## config.mk

```make
export PLATFORM = sky130hd
export DESIGN_NAME = spi_cmd_framer_flat
export DESIGN_NICKNAME = d
export VERILOG_FILES = /design/src/rtl/spi_cmd_framer_if.sv /design/src/rtl/spi_cmd_framer.sv /design/src/flat_wrapper.sv
export SDC_FILE = /design/constraint.sdc
export NUM_CORES = 1
export LEC_CHECK = 0
export ABC_AREA = 1
export BUFFER_PORTS_ARGS = -buffer_cell sky130_fd_sc_hd__buf_4
export CORE_AREA = 5 5 78 80
export DETAILED_ROUTE_END_ITERATION = 10
export DIE_AREA = 0 0 83 85
export PLACE_DENSITY = 0.81
export SYNTH_ARGS = -nofsm -noshare
export SYNTH_HDL_FRONTEND = slang
export SYNTH_SLANG_ARGS = --single-unit
export TNS_END_PERCENT = 10
```

## constraint.sdc

```tcl
create_clock -name clk -period 3.53 [get_ports clk]
set_input_delay 0.1765 -clock clk [delete_from_list [all_inputs] [get_ports clk]]
set_output_delay 0.1765 -clock clk [all_outputs]
set_load 0.03 [all_outputs]
```

## src/rtl/spi_cmd_framer_if.sv

```systemverilog
// Handshake bundle between a command source, the frame builder and the SPI core.
// slave: the framer's view. master: the view of whatever drives it (source/core/bench).
interface spi_cmd_framer_if #(
    parameter int COMMAND_WIDTH      = 48,
    parameter int INTERNAL_DAT_WIDTH = 8
);
    logic [5:0]                    cmd_idx_i;
    logic [31:0]                   cmd_arg_i;
    logic                          cmd_valid_i;
    logic                          cmd_ready_o;
    logic [COMMAND_WIDTH-1:0]      frame_o;
    logic                          frame_valid_o;
    logic                          frame_ready_i;
    logic [INTERNAL_DAT_WIDTH-1:0] rsp_byte_i;
    logic                          rsp_valid_i;
    logic [INTERNAL_DAT_WIDTH-1:0] resp_o;
    logic                          resp_valid_o;
    logic                          timeout_o;
    logic                          busy_o;

    modport slave (
        input  cmd_idx_i, cmd_arg_i, cmd_valid_i, frame_ready_i, rsp_byte_i, rsp_valid_i,
        output cmd_ready_o, frame_o, frame_valid_o, resp_o, resp_valid_o, timeout_o, busy_o
    );

    modport master (
        output cmd_idx_i, cmd_arg_i, cmd_valid_i, frame_ready_i, rsp_byte_i, rsp_valid_i,
        input  cmd_ready_o, frame_o, frame_valid_o, resp_o, resp_valid_o, timeout_o, busy_o
    );
endinterface

```

## src/rtl/spi_cmd_framer.sv

```systemverilog
// SD-card SPI command framer: builds the 48-bit command frame, hands it to the
// core over valid/ready, then polls response bytes for the R1 token or a timeout.
// Build option SPI_CMD_CRC_EN: when defined, CRC7 is computed serially (one bit
// per cycle over 40 bits); when undefined the CRC field is fixed at 7'h7F and the
// frame is presented on the cycle right after the command is accepted.
module spi_cmd_framer #(
    parameter int COMMAND_WIDTH      = 48,
    parameter int INTERNAL_DAT_WIDTH = 8,
    parameter int NCR_MAX            = 8
) (
    input  logic            clk,
    input  logic            rst,
    spi_cmd_framer_if.slave bus
);

`ifdef SPI_CMD_CRC_EN
    typedef enum logic [2:0] {IDLE, CRC, SEND, WAIT_R1, DONE} state_t;
`else
    typedef enum logic [2:0] {IDLE, SEND, WAIT_R1, DONE} state_t;
`endif

    localparam logic [7:0] NCR_LAST = 8'(NCR_MAX - 1);

    state_t                        state_q, state_d;
    logic [COMMAND_WIDTH-1:0]      frame_q, frame_d;
    logic [INTERNAL_DAT_WIDTH-1:0] resp_q, resp_d;
    logic [7:0]                    byte_cnt_q, byte_cnt_d;
    logic                          got_r1_q, got_r1_d;

`ifdef SPI_CMD_CRC_EN
    logic [5:0]  idx_q, idx_d;
    logic [31:0] arg_q, arg_d;
    logic [6:0]  crc_q, crc_d;
    logic [5:0]  bit_cnt_q, bit_cnt_d;
    logic [39:0] msg;
    logic        crc_fb;
`endif

    logic cmd_fire, frame_fire, rsp_fire, rsp_msb, is_r1, ncr_hit;

    // Handshake qualifiers shared by the next-state and datapath logic.
    always_comb begin
        cmd_fire   = bus.cmd_valid_i && (state_q == IDLE);
        frame_fire = (state_q == SEND) && bus.frame_ready_i;
        rsp_fire   = (state_q == WAIT_R1) && bus.rsp_valid_i;
        rsp_msb    = bus.rsp_byte_i[INTERNAL_DAT_WIDTH-1];
        is_r1      = rsp_fire && !rsp_msb;
        ncr_hit    = rsp_fire && rsp_msb && (byte_cnt_q == NCR_LAST);
    end

    // State register.
    always_ff @(posedge clk or negedge rst) begin
        if (!rst) state_q <= IDLE;
        else      state_q <= state_d;
    end

    // Next-state logic.
    always_comb begin
        state_d = state_q;
        case (state_q)
            IDLE: begin
`ifdef SPI_CMD_CRC_EN
                if (cmd_fire) state_d = CRC;
`else
                if (cmd_fire) state_d = SEND;
`endif
            end
`ifdef SPI_CMD_CRC_EN
            CRC:     if (bit_cnt_q == 6'd40) state_d = SEND;
`endif
            SEND:    if (frame_fire) state_d = WAIT_R1;
            WAIT_R1: if (is_r1 || ncr_hit) state_d = DONE;
            DONE:    state_d = IDLE;
            default: state_d = IDLE;
        endcase
    end

`ifdef SPI_CMD_CRC_EN
    // Serial CRC7 feedback: message bit selected MSB-first by the bit counter.
    always_comb begin
        msg    = {2'b01, idx_q, arg_q};
        crc_fb = msg[6'd39 - bit_cnt_q] ^ crc_q[6];
    end
`endif

    // Datapath next values: command latch, CRC shift, frame load, response capture.
    always_comb begin
        frame_d    = frame_q;
        resp_d     = resp_q;
        byte_cnt_d = byte_cnt_q;
        got_r1_d   = got_r1_q;
`ifdef SPI_CMD_CRC_EN
        idx_d      = idx_q;
        arg_d      = arg_q;
        crc_d      = crc_q;
        bit_cnt_d  = bit_cnt_q;
        if (cmd_fire) begin
            idx_d     = bus.cmd_idx_i;
            arg_d     = bus.cmd_arg_i;
            crc_d     = 7'd0;
            bit_cnt_d = 6'd0;
        end
        if (state_q == CRC) begin
            if (bit_cnt_q == 6'd40) begin
                frame_d = {2'b01, idx_q, arg_q, crc_q, 1'b1};
            end else begin
                crc_d     = {crc_q[5:3], crc_q[2] ^ crc_fb, crc_q[1:0], crc_fb};
                bit_cnt_d = bit_cnt_q + 6'd1;
            end
        end
`else
        if (cmd_fire) frame_d = {2'b01, bus.cmd_idx_i, bus.cmd_arg_i, 7'h7F, 1'b1};
`endif
        if (frame_fire) byte_cnt_d = 8'd0;
        if (rsp_fire && rsp_msb) byte_cnt_d = byte_cnt_q + 8'd1;
        if (is_r1) begin
            resp_d   = bus.rsp_byte_i;
            got_r1_d = 1'b1;
        end
        if (ncr_hit) got_r1_d = 1'b0;
    end

    // Datapath registers; everything clears on reset so an aborted command leaves no trace.
    always_ff @(posedge clk or negedge rst) begin
        if (!rst) begin
            frame_q    <= '0;
            resp_q     <= '0;
            byte_cnt_q <= '0;
            got_r1_q   <= 1'b0;
`ifdef SPI_CMD_CRC_EN
            idx_q      <= '0;
            arg_q      <= '0;
            crc_q      <= '0;
            bit_cnt_q  <= '0;
`endif
        end else begin
            frame_q    <= frame_d;
            resp_q     <= resp_d;
            byte_cnt_q <= byte_cnt_d;
            got_r1_q   <= got_r1_d;
`ifdef SPI_CMD_CRC_EN
            idx_q      <= idx_d;
            arg_q      <= arg_d;
            crc_q      <= crc_d;
            bit_cnt_q  <= bit_cnt_d;
`endif
        end
    end

    // Outputs decoded from the registered state; DONE lasts one cycle so pulses do too.
    always_comb begin
        bus.cmd_ready_o   = (state_q == IDLE);
        bus.busy_o        = (state_q != IDLE);
        bus.frame_valid_o = (state_q == SEND);
        bus.frame_o       = frame_q;
        bus.resp_o        = resp_q;
        bus.resp_valid_o  = (state_q == DONE) && got_r1_q;
        bus.timeout_o     = (state_q == DONE) && !got_r1_q;
    end

endmodule

```

## src/flat_wrapper.sv

```systemverilog
// flat-port wrapper written by rule: the top's interface ports become plain ports
module spi_cmd_framer_flat 
#(
    parameter int COMMAND_WIDTH      = 48,
    parameter int INTERNAL_DAT_WIDTH = 8,
    parameter int NCR_MAX            = 8
)
  (clk, rst, bus_cmd_idx_i, bus_cmd_arg_i, bus_cmd_valid_i, bus_frame_ready_i, bus_rsp_byte_i, bus_rsp_valid_i, bus_cmd_ready_o, bus_frame_o, bus_frame_valid_o, bus_resp_o, bus_resp_valid_o, bus_timeout_o, bus_busy_o);
  spi_cmd_framer_if #(.COMMAND_WIDTH(COMMAND_WIDTH), .INTERNAL_DAT_WIDTH(INTERNAL_DAT_WIDTH)) bus_i ();
  input  logic clk;
  input  logic rst;
  input wire logic [$bits(bus_i.cmd_idx_i)-1:0] bus_cmd_idx_i;
  input wire logic [$bits(bus_i.cmd_arg_i)-1:0] bus_cmd_arg_i;
  input wire logic [$bits(bus_i.cmd_valid_i)-1:0] bus_cmd_valid_i;
  input wire logic [$bits(bus_i.frame_ready_i)-1:0] bus_frame_ready_i;
  input wire logic [$bits(bus_i.rsp_byte_i)-1:0] bus_rsp_byte_i;
  input wire logic [$bits(bus_i.rsp_valid_i)-1:0] bus_rsp_valid_i;
  output wire logic [$bits(bus_i.cmd_ready_o)-1:0] bus_cmd_ready_o;
  output wire logic [$bits(bus_i.frame_o)-1:0] bus_frame_o;
  output wire logic [$bits(bus_i.frame_valid_o)-1:0] bus_frame_valid_o;
  output wire logic [$bits(bus_i.resp_o)-1:0] bus_resp_o;
  output wire logic [$bits(bus_i.resp_valid_o)-1:0] bus_resp_valid_o;
  output wire logic [$bits(bus_i.timeout_o)-1:0] bus_timeout_o;
  output wire logic [$bits(bus_i.busy_o)-1:0] bus_busy_o;
  assign bus_i.cmd_idx_i = bus_cmd_idx_i;
  assign bus_i.cmd_arg_i = bus_cmd_arg_i;
  assign bus_i.cmd_valid_i = bus_cmd_valid_i;
  assign bus_i.frame_ready_i = bus_frame_ready_i;
  assign bus_i.rsp_byte_i = bus_rsp_byte_i;
  assign bus_i.rsp_valid_i = bus_rsp_valid_i;
  assign bus_cmd_ready_o = bus_i.cmd_ready_o;
  assign bus_frame_o = bus_i.frame_o;
  assign bus_frame_valid_o = bus_i.frame_valid_o;
  assign bus_resp_o = bus_i.resp_o;
  assign bus_resp_valid_o = bus_i.resp_valid_o;
  assign bus_timeout_o = bus_i.timeout_o;
  assign bus_busy_o = bus_i.busy_o;
  spi_cmd_framer #(.COMMAND_WIDTH(COMMAND_WIDTH), .INTERNAL_DAT_WIDTH(INTERNAL_DAT_WIDTH), .NCR_MAX(NCR_MAX)) u_core (.clk(clk), .rst(rst), .bus(bus_i));
endmodule
```

## After elaboration in Yosys (flattened, before gate mapping)

Cells that the tools add are included.

| storage, ports and cells | value |
|---|---|
| register bits | 67 |
| input bits | 51 |
| output and inout port bits | 61 |
| logic and storage cells | 37 |

| operators by class | value |
|---|---|
| add/subtract/negate cells | 1 |
| eq/ne operators | 7 |
| muxes and demuxes | 8 |
| reductions and logical operators | 16 |

Operators by type and width:

| kind | number |
|---|---|
| two-way mux 8 bit | 2 |
| two-way mux 3 bit | 3 |
| case mux 3 bit (3 select lines) | 1 |
| adder 8 x 1 -> 8 bit (second input constant) | 1 |
| equality test 8 x 3 -> 1 bit (second input constant) | 1 |
| logical AND 1 bit | 8 |
| equality test 3 x 2 -> 1 bit (second input constant) | 2 |
| inequality test 2 x 1 -> 1 bit (second input constant) | 2 |
| nonzero test 2 bit | 2 |
| equality test 3 x 1 -> 1 bit (second input constant) | 1 |
| zero test 3 bit | 1 |
| AND reduction 3 bit | 1 |
| nonzero test 3 bit | 1 |
| zero test 1 bit | 2 |
| two-way mux 1 bit | 2 |
| inequality test 2 bit (second input constant) | 1 |
| logical OR 1 bit | 1 |

## Longest topological paths before layout

| logic depth | value |
|---|---|
| word-level depth | 7 |
| gate-level depth with buffers | 9 |

## Worst setup path before layout

No wires, ideal clock.

| timing | value |
|---|---|
| path type | register -> register |
| start | register u_core.state_q[0] |
| end | register u_core.frame_q[10], in the netlist u_core.bus.frame_o[10] |
| setup time | 125 ps |
| data arrival time | 1556 ps |
| required time | 3405 ps |
| slack | 1849 ps |
| stages on the path, launching flop included | 7 |
| path buffers | 2 |
| clock period less this slack | 1681 ps |
| cells stage by stage | dfrtp_1 -> inv_1 -> ha_1 -> nand2_1 -> buf_6 -> buf_6 -> mux2_4 |

| on the way | value |
|---|---|
| cells in the longest elaborated chain, start to end | 2 |

Ends and longest elaborated chain:

| what | line | source |
|---|---|---|
| from (decl) | spi_cmd_framer.sv:24 | `state_t state_q, state_d;` |
| from (signal assigned) | spi_cmd_framer.sv:54 | `else state_q <= state_d;` |
| zero test 3 bit | n/a |  |
| net bus_cmd_ready_o | flat_wrapper.sv:18 | `output wire logic [$bits(bus_i.cmd_ready_o)-1:0] bus_cmd_ready_o;` |
| logical AND 1 bit | spi_cmd_framer.sv:43 | `cmd_fire = bus.cmd_valid_i && (state_q == IDLE);` |
| to (signal assigned) | spi_cmd_framer.sv:137 | `frame_q <= frame_d;` |
| to (decl) | spi_cmd_framer.sv:25 | `logic [COMMAND_WIDTH-1:0] frame_q, frame_d;` |

The timed path passes the listed nets, and every way through them passes these cells.
A chain may end at the register's enable or synchronous reset.

## Final worst setup path

| timing | value |
|---|---|
| start | register u_core.state_q[0] |
| end | register u_core.frame_q[9], in the netlist u_core.bus.frame_o[9] |

| on the way | value |
|---|---|
| cells in the longest elaborated chain, start to end | 2 |

Ends and longest elaborated chain:

| what | line |
|---|---|
| zero test 3 bit | spi_cmd_framer.sv:43 |
| logical AND 1 bit | spi_cmd_framer.sv:43 |

Every way passes these cells.

==> run metrics <==
status=completed; Post-synth EDFFs=0; Final period util=57.4%; chip height=85 um; sequential share of the synthesized area=57.5%; ANT nets after route=0; RSZ-0062 raised after global routing=no; final net count=385; Vias/cell=4.69; Final Hold Vio Count=0; htree depth=3; fin util=66.1%; Num CTS Buffers=9; # IOs=112; Hold Crit Depth=3; cell taking the most area after synthesis=dfrtp_1; Fin Setup TNS=0 ns; Setup Skew=0.00588 ns; Layout fillers=452; CP Data Arrival Time=2.23 ns; vias in the first global route=1961; Starting Density=47.3%; Peak VDD IR=0.000513 V; Register Area=0.00145 sq mm; crit path launch type=flop; Post-Syn Area per Cell=11.5 sq um; core box area=0.00534 sq mm; number of core rows=27; initial antenna violation count=0; clock slew at reported path FFs=0.06 ns; pin count of the biggest net entering global routing=59; Reg2Reg Depth=4; GR Util All Layers=16.2%; I/O Buffers=110; most common cell in the netlist=dfrtp_1; area share of the largest cell type after synthesis=57.5%; global-route wire length before repair=9210 um; peak fanout along the critical path=39; slew margin rel.=32.3%; Syn Nets=276; drt wl/cell=13.8 um; async set-reset flop share out of synthesis=100%; post-cts resize count=0; Max Root-Sink Buffers=2; area of the multi-input gates=895 sq um; DR pass1 iterations=4; n_diodes=0; Die X-Extent=83 um; Max Slew Vio Count=0; worst-margin pin slew=1.01 ns; flops & latches, synth=58; post-DP HPWL=4110 um; Leak=0.00185 uW; DR iter-0 viols=101; Max-cap violations=0; Netlist cell types=25; commonest cells in the netlist=58 x dfrtp_1, 53 x nand2_1, 29 x mux2_2; CTS tree=built; DRC viols=0; final wirelength=5560 um; Synth area leaders=dfrtp_1 57%, mux2_2 13%, nand2_1 7.9%, mux2_4 5.3%, inv_1 3.0%; Mapped Cells=220; die area=0.00706 sq mm; Top FF cell, synth=dfrtp_1; total number of vias=1893; Worst-Skew Late Latency=0.32 ns; CP Capture Type=flop; Worst Path Required=3.73 ns; layout cell share with drive strength beyond 1=50.9%; Mapped Area=0.00253 sq mm; worst setup path class=flop to flop; Remaining Overflow, GRT=0; Synth Warn #=0; Sink Count=58; worst hold path class=primary input to flop; CTS root buffer=clkbuf_8; fmax=0.493 GHz; PD cells=967 mW/mm^2; routability cong.=0.781; Layout area overhead=39.6%; fin crit period=2.03 ns; final setup vio count=0
## final cells by class
cell class / count / area share, %
Inverter: 22 / 2.34
Timing Repair Buffer: 111 / 23.7
Multi-Input combinational cell: 127 / 25.4
Clock buffer: 10 / 3.62
Tap cell: 72 / 2.55
Clock inverter: 4 / 1.28
Sequential cell: 58 / 41.1
## kinds of logic (layout without fill, tap and decap cells)
logic type | count (synthesis) | in the layout | synth area share, %
simple gates | 73 | 73 | 12.1
flops | 58 | 58 | 57.5
mux | 39 | 39 | 18.7
buf+inv | 35 | 147 | 7.23
compound gates | 9 | 9 | 1.93
fa+ha+maj | 5 | 5 | 2.48
other cells | 1 | 1 | 0.148
## per-layer routing
layer  vias up  wire, um  share of wire [%]  track usage [%]
met5         -         0                  0                0
met4         0        73                1.3             5.35
met3         9       431                7.8             7.18
met2        74      2810                 50             27.0
met1       899      2250                 40             18.7
li1        911         -                  -                -
## state kept, by name, summed over array words and instances (netlist names)
signal,cells
u_core.bus.frame_o,39
u_core.bus.resp_o,8
u_core.byte_cnt_q,8
u_core.state_q,2
u_core.got_r1_q,1
## critical path: stages (launching register included)
cell     delay (ns)
dfrtp_1        0.40
inv_1          0.08
ha_1           0.23
nand2_2        0.74
mux2_2         0.42
## power by group
group	total (uW)	switching, uW	internal, uW	leakage (uW)
combinational	1730	994	737	0.00106
clock	552	238	314	0.0000918
sequential	1130	167	961	0.000701
## cell usage in the layout (no fill, tap or decap), drive strengths merged
cell type	Yosys	final
buf	13	110
dfrtp	58	58
nand2	55	55
mux2	38	38
inv	22	22
clkbuf	0	10
nor2	10	10
o21ai	6	6
ha	5	5
nand3	5	5
clkinv	0	3
nor3	2	2
nand4	1	1
o31ai	1	1
mux2i	1	1
a21oi	1	1
o22ai	1	1
conb	1	1
bufinv	0	1
dlygate4sd3	0	1
## through the flow
step | setup WS [ns] | power [uW] | hold slack, ns | std cells | cell area (sq um)
after floorplan | 1.85 | 2240 | -0.119 | 220 | 2530
after global placement | 1.58 | 2840 | 0.281 | 389 | 3340
after detailed placement | 1.49 | 2890 | 0.280 | 389 | 3340
after CTS | 1.48 | 3450 | 0.0354 | 404 | 3530
after global routing | 1.41 | 3610 | 0.0301 | 404 | 3530
final | 1.50 | 3410 | 0.0474 | 404 | 3530
## worst paths after layout
path | slack (ns) | startpoint | end
worst min-delay path | 0.05 | bus_rsp_byte_i[5] | u_core.bus.resp_o[5]$_DFFE_PN0P_
worst max-delay path | 1.50 | u_core.state_q[0]$_DFFE_PN0P_ | u_core.bus.frame_o[9]$_DFFE_PN0P_
worst min register to register | 0.48 | u_core.bus.resp_o[2]$_DFFE_PN0P_ | u_core.bus.resp_o[2]$_DFFE_PN0P_
min in group asynchronous | 0.45 | rst | u_core.bus.resp_o[2]$_DFFE_PN0P_
max in group asynchronous | 2.59 | rst | u_core.byte_cnt_q[4]$_DFFE_PN0P_
worst max register to register | 1.50 | u_core.state_q[0]$_DFFE_PN0P_ | u_core.bus.frame_o[9]$_DFFE_PN0P_
## what timing repair did
action	4_1_cts	5_1_grt
hold buffers	1	0
endpoints found under the hold margin	58	0
setup endpoints to repair	0	0
buffers inserted	0	0
(Power assumes the default switching activity.)
